**config.mk**
```make
export PLATFORM = sky130hd
export DESIGN_NAME = lfsr_rand_gen
export DESIGN_NICKNAME = d
export VERILOG_FILES = /design/src/rtl/lfsr_pkg.sv /design/src/rtl/lfsr_core.sv /design/src/rtl/lfsr_rand_gen.sv
export SDC_FILE = /design/constraint.sdc
export NUM_CORES = 1
export LEC_CHECK = 0
export ABC_AREA = 1
export BUFFER_PORTS_ARGS = -buffer_cell sky130_fd_sc_hd__buf_4
export CORE_ASPECT_RATIO = 1.25
export CORE_MARGIN = 3
export CORE_UTILIZATION = 25
export CTS_BUF_LIST = sky130_fd_sc_hd__clkbuf_4 sky130_fd_sc_hd__clkbuf_8
export DETAILED_ROUTE_END_ITERATION = 10
export PLACE_DENSITY = 0.53
export REMOVE_ABC_BUFFERS = 1
export SLEW_MARGIN = 20
export SYNTH_ARGS = -nofsm -noshare
export SYNTH_HDL_FRONTEND = slang
export SYNTH_SLANG_ARGS = --single-unit
```
**constraint.sdc**
```tcl
create_clock -name Clk -period 2.1 [get_ports Clk]
set_input_delay 0.21 -clock Clk [delete_from_list [all_inputs] [get_ports Clk]]
set_output_delay 0.21 -clock Clk [all_outputs]
set_load 0.05 [all_outputs]
```
**src/rtl/lfsr_pkg.sv**
```systemverilog
// Shared types, default Galois tap masks and helpers for the LFSR random generator.
package lfsr_pkg;

    typedef enum logic {
        ST_IDLE = 1'b0,
        ST_DRAW = 1'b1
    } lfsr_state_e;

    // Galois masks: bit i set for each x^i term below the leading power.
    localparam logic [7:0]  LFSR_TAPS_8  = 8'h71;         // x^8+x^6+x^5+x^4+1
    localparam logic [15:0] LFSR_TAPS_16 = 16'h002D;      // x^16+x^5+x^3+x^2+1
    localparam logic [31:0] LFSR_TAPS_32 = 32'h0040_0007; // x^32+x^22+x^2+x+1

    // (smallest power of two >= limit) - 1, for limit >= 1.
    function automatic logic [31:0] lfsr_pow2_mask(input logic [31:0] limit);
        logic [31:0] m;
        m = limit - 32'd1;
        m = m | (m >> 1);
        m = m | (m >> 2);
        m = m | (m >> 4);
        m = m | (m >> 8);
        m = m | (m >> 16);
        return m;
    endfunction

endpackage

```
**src/rtl/lfsr_core.sv**
```systemverilog
// Galois LFSR state register with runtime seed load and all-zero lockup recovery.
module lfsr_core
    import lfsr_pkg::*;
#(
    parameter int unsigned      WIDTH = 16,
    parameter logic [WIDTH-1:0] TAPS  = WIDTH'(LFSR_TAPS_16),
    parameter logic [WIDTH-1:0] SEED  = '1
) (
    input  logic             clk_i,
    input  logic             rst_i,
    input  logic             step_i,
    input  logic             load_i,
    input  logic [WIDTH-1:0] seed_i,
    output logic [WIDTH-1:0] q_o
);

    logic [WIDTH-1:0] q_q;
    logic [WIDTH-1:0] q_d;

    // Load beats lockup recovery, which beats a normal step.
    always_comb begin
        q_d = q_q;
        if (load_i) begin
            q_d = (seed_i == '0) ? SEED : seed_i;
        end else if (q_q == '0) begin
            q_d = SEED;
        end else if (step_i) begin
            q_d = {q_q[WIDTH-2:0], 1'b0} ^ (q_q[WIDTH-1] ? TAPS : '0);
        end
    end

    always_ff @(posedge clk_i or posedge rst_i) begin
        if (rst_i) begin
            q_q <= SEED;
        end else begin
            q_q <= q_d;
        end
    end

    assign q_o = q_q;

endmodule

```
**src/rtl/lfsr_rand_gen.sv**
```systemverilog
// LFSR generator with a bounded draw: rejection sampling below Limit, with a
// fold-back fallback after MAX_TRIES rejections so latency stays bounded.
module lfsr_rand_gen
    import lfsr_pkg::*;
#(
    parameter int unsigned      WIDTH     = 16,
    parameter logic [WIDTH-1:0] TAPS      = WIDTH'(LFSR_TAPS_16),
    parameter logic [WIDTH-1:0] SEED      = '1,
    parameter int unsigned      OUT_W     = 8,
    parameter int unsigned      MAX_TRIES = 16
) (
    input  logic             Clk,
    input  logic             Rst,
    input  logic             Enable,
    input  logic             SeedLoad,
    input  logic [WIDTH-1:0] Seed,
    output logic [WIDTH-1:0] Q,
    input  logic             Req,
    input  logic [OUT_W-1:0] Limit,
    output logic             Busy,
    output logic             Valid,
    output logic [OUT_W-1:0] Value
);

    localparam int unsigned TRY_W = (MAX_TRIES > 1) ? $clog2(MAX_TRIES) : 1;

    lfsr_state_e      state_q;
    logic [OUT_W-1:0] limit_q;
    logic [OUT_W-1:0] mask_q;
    logic [TRY_W-1:0] try_q;
    logic             valid_q;
    logic [OUT_W-1:0] value_q;

    logic [OUT_W-1:0] cand_c;
    logic             reject_c;
    logic             last_try_c;

    always_comb begin
        cand_c     = Q[OUT_W-1:0] & mask_q;
        reject_c   = (state_q == ST_DRAW) && (cand_c >= limit_q);
        last_try_c = (try_q == TRY_W'(MAX_TRIES - 1));
    end

    lfsr_core #(
        .WIDTH (WIDTH),
        .TAPS  (TAPS),
        .SEED  (SEED)
    ) u_core (
        .clk_i  (Clk),
        .rst_i  (Rst),
        .step_i (Enable | reject_c),
        .load_i (SeedLoad),
        .seed_i (Seed),
        .q_o    (Q)
    );

    // Draw FSM; the core steps on every rejection so the next candidate is fresh.
    always_ff @(posedge Clk or posedge Rst) begin
        if (Rst) begin
            state_q <= ST_IDLE;
            limit_q <= '0;
            mask_q  <= '0;
            try_q   <= '0;
            valid_q <= 1'b0;
            value_q <= '0;
        end else begin
            valid_q <= 1'b0;
            case (state_q)
                ST_IDLE: begin
                    if (Req) begin
                        if (Limit == '0) begin
                            valid_q <= 1'b1;
                            value_q <= '0;
                        end else begin
                            limit_q <= Limit;
                            mask_q  <= OUT_W'(lfsr_pow2_mask(32'(Limit)));
                            try_q   <= '0;
                            state_q <= ST_DRAW;
                        end
                    end
                end
                ST_DRAW: begin
                    if (!reject_c) begin
                        value_q <= cand_c;
                        valid_q <= 1'b1;
                        state_q <= ST_IDLE;
                    end else if (last_try_c) begin
                        // mask < 2*limit, so the folded value is always in range.
                        value_q <= cand_c - limit_q;
                        valid_q <= 1'b1;
                        try_q   <= '0;
                        state_q <= ST_IDLE;
                    end else begin
                        try_q <= try_q + TRY_W'(1);
                    end
                end
                default: state_q <= ST_IDLE;
            endcase
        end
    end

    assign Busy  = (state_q == ST_DRAW);
    assign Valid = valid_q;
    assign Value = value_q;

endmodule

```
==> impl_metrics.csv <==
group,metric,value,unit
status,status,"completed",
clock_tree,cts.sinks,46,
clock_tree,cts_tree,"built",
routing,wl_per_cell,12.0,um
min_path,min_path_type,"in -> reg",
sta,skew,11.8,ps
placed_design,dp_slack,25.0,ps
cells_and_area,fillers,1318,
routing,firstDrtPassIters,4,
power,ir_drop,0.389,mV
floorplan,die_w,106,um
floorplan,num_io_pins,55,
job,cap_violations,0,
logic_synthesis,async_flop_share,1.00,
cells_and_area,drive_gt1_frac,0.259,
clock_tree,htree_levels,2,
worst_setup_path,path_max_fanout,7,
placed_design,portBuffers,54,
logic_synthesis,synth_cell_types,32,
logic_synthesis,synth_top_flop_cell,"dfrtp_1",
global_routing,grt_max_degree,47,
sta,fin_crit_sh,0.943,
routing,viasPerCell,4.22,
floorplan,core-area,11900,um^2
global_routing,grt_overflow,0,
sta,setup_viol,0,
logic_synthesis,synth_top_area_frac,0.242,
clock_tree,cts_buffers,5,
global_routing,grt_pass1_wl,13100,um
cells_and_area,diodes,0,
global_routing,grt_pass1_vias,2775,
sta,fin_setup_tns,0,ps
sta,slew_violations,0,
routing,drt-initial-drc-count,113,
logic_synthesis,avgSynthCellArea,6.97,um^2
routing,drcViolationCount,0,
logic_synthesis,ys_ff_latch,46,
power,power_density,1530,nW/um^2
cells_and_area,synthToLayoutAreaGrowth,30.2,%
placed_design,routabilityCongestion,0.868,
worst_setup_path,cp.required,2330,ps
placed_design,dp_hpwl,6540,um
sta,hold_viol,0,
placed_design,place_area,3780,um^2
logic_synthesis,synthesis.area,3110,um^2
clock_tree,clkTransAtPathRegs,90,ps
global_routing,antenna_found_initial,0,
routing,postRouteAntennaNets,0,
global_routing,grt_usage,0.116,
worst_setup_path,crit_type,"reg -> reg",
logic_synthesis,yosysTopAreaCell,"dfrtp_1",
power,leakagePower,2.13,nW
worst_setup_path,worstPathArrival,2210,ps
sta,slew_headroom,0.770,
floorplan,die_h,131,um
logic_synthesis,seq_area_frac_synth,0.377,
sta,period_needed,1980,ps
clock_tree,cts_root_buf,"clkbuf_8",
power,p_total,6.18,mW
routing,wl,8170,um
logic_synthesis,synth.area.top_cells,"dfrtp_1 (24%), nand2_1 (18%), dfstp_2 (14%), nor2_1 (8.6%), nand3_1 (6.6%)",
worst_setup_path,end_kind,"flip-flop",
floorplan,rows,44,
routing,num_vias,2875,
cells_and_area,design_area,4040,um^2
floorplan,initial_core_util,0.261,
clock_tree,clock_latency,300,ps
sta,worst_slack,119,ps
sta,whs,202,ps
cells_and_area,fin_nets,562,
sta,worst_pin_slew,345,ps
worst_setup_path,cp-start-kind,"flip-flop",
logic_synthesis,synth-edff-count,0,
logic_synthesis,ys_warn_count,0,
logic_synthesis,synth_cells,446,
sta,max_freq,505,MHz
clock_tree,clock_path_buffers,2,
floorplan,fp.dieArea,13800,um^2
-- critical path, cell delays in order, from the launching register on --
cell,delay (ps)
dfstp_2,540
nand2_2,80
ha_4,160
inv_2,60
fa_2,220
nand2_2,50
nand2_2,70
nand2_2,70
nand2_2,80
nand2_4,70
nand2_8,110
nand2_8,90
buf_4,190
nand3_1,80
nand2_1,60
-- cell usage after synthesis (all sizes together) (3+ instances only) --
cell	number
nand2	164
buf	9
or2	3
ha	12
nand3	41
dfstp	16
inv	54
xor2	6
o21ai	19
xnor2	4
a21oi	4
nand3b	3
nand4	3
nor2	74
dfrtp	30
-- through the flow --
| stage | util | instances |
|---|---|---|
| 6_report | 0.340 | 682 |
| 5_1_grt | 0.340 | 682 |
| 4_1_cts | 0.329 | 677 |
| 3_5_place_dp | 0.318 | 668 |
| 3_3_place_gp | 0.318 | 668 |
| 2_1_floorplan | - | 437 |
-- sequential cells by signal (all words and copies together), names as in the netlist --
name / cells
u_core.q_o: 16
Value: 8
Valid: 1
Busy: 1
mask_q: 8
try_q: 4
limit_q: 8
-- per-layer routing --
| layer | part of all wire | wire length (um) | GRT usage | vias up |
|---|---|---|---|---|
| met1 | 0.45 | 3640 | 0.146 | 1306 |
| met2 | 0.51 | 4190 | 0.207 | 37 |
| met4 | 0.013 | 107 | 0.0328 | 0 |
| met5 | 0 | 0 | 0 | - |
| li1 | - | - | - | 1525 |
| met3 | 0.028 | 232 | 0.0177 | 7 |
-- cell families (layout without fill, tap and decap cells) --
| family | after synthesis | in the layout | synth area share |
|---|---|---|---|
| and+or+nand+nor | 289 | 289 | 0.404 |
| buffers and inverters | 63 | 138 | 0.0910 |
| DFF | 46 | 46 | 0.377 |
| AOI/OAI and AO/OA | 25 | 25 | 0.0447 |
| adders and majority gates | 13 | 13 | 0.0548 |
| xor gates and xnor gates | 10 | 10 | 0.0282 |
-- final cells by class --
type                    count  area, um^2  area share
clock buffers               7        90.1      0.0223
clock inverters             1        30.0     0.00743
inverters                  54         210      0.0520
multi-input cells         337        1740       0.430
flip-flops and latches     46        1170       0.290
well taps                 161         201      0.0498
repair buffers             76         602       0.149
-- worst paths after layout --
check                              start             end  slack [ps]  depth (start not counted)
hold / removal                    Enable   u_core.q_o[8]         200                          4
max in group asynchronous            Rst  u_core.q_o[15]        1320                          4
min in group asynchronous            Rst        Value[0]         500                          4
setup reg to reg           u_core.q_o[0]   u_core.q_o[3]         120                         14
setup / recovery           u_core.q_o[0]   u_core.q_o[3]         120                         14
hold reg to reg                mask_q[2]       mask_q[2]         480                          2
-- repair_timing --
action,in CTS,in global routing
gates resized for setup,0,19
hold buffers,1,0
setup buffers,0,5
endpoints found under the hold margin,30,0
endpoints found under the setup margin,0,29
-- cells in the final DEF (no fill, tap or decap), types with 2 or more instances in the layout --
cell	synthesis	final
clkbuf_8	0	6
nor2_1	71	71
nand4_1	3	3
or2_1	2	2
ha_4	0	4
nand2_4	4	2
nand3_1	41	41
nand2_8	1	4
buf_4	2	72
o21ai_1	2	3
buf_12	0	2
nand3b_1	3	3
a21oi_1	4	4
dfrtp_1	30	30
inv_2	5	9
nand2_2	8	8
nand2_1	151	150
dfstp_2	16	16
o21ai_0	16	15
xnor2_1	4	4
xor2_1	6	6
ha_1	12	8
inv_1	48	43
-- report_power, final --
part	internal, mW	total, mW	switching, mW
logic	1.45	3.90	2.45
clock network	0.402	0.709	0.307
registers	1.29	1.57	0.279
total	3.14	6.18	3.03
(Power assumes the default switching activity.)
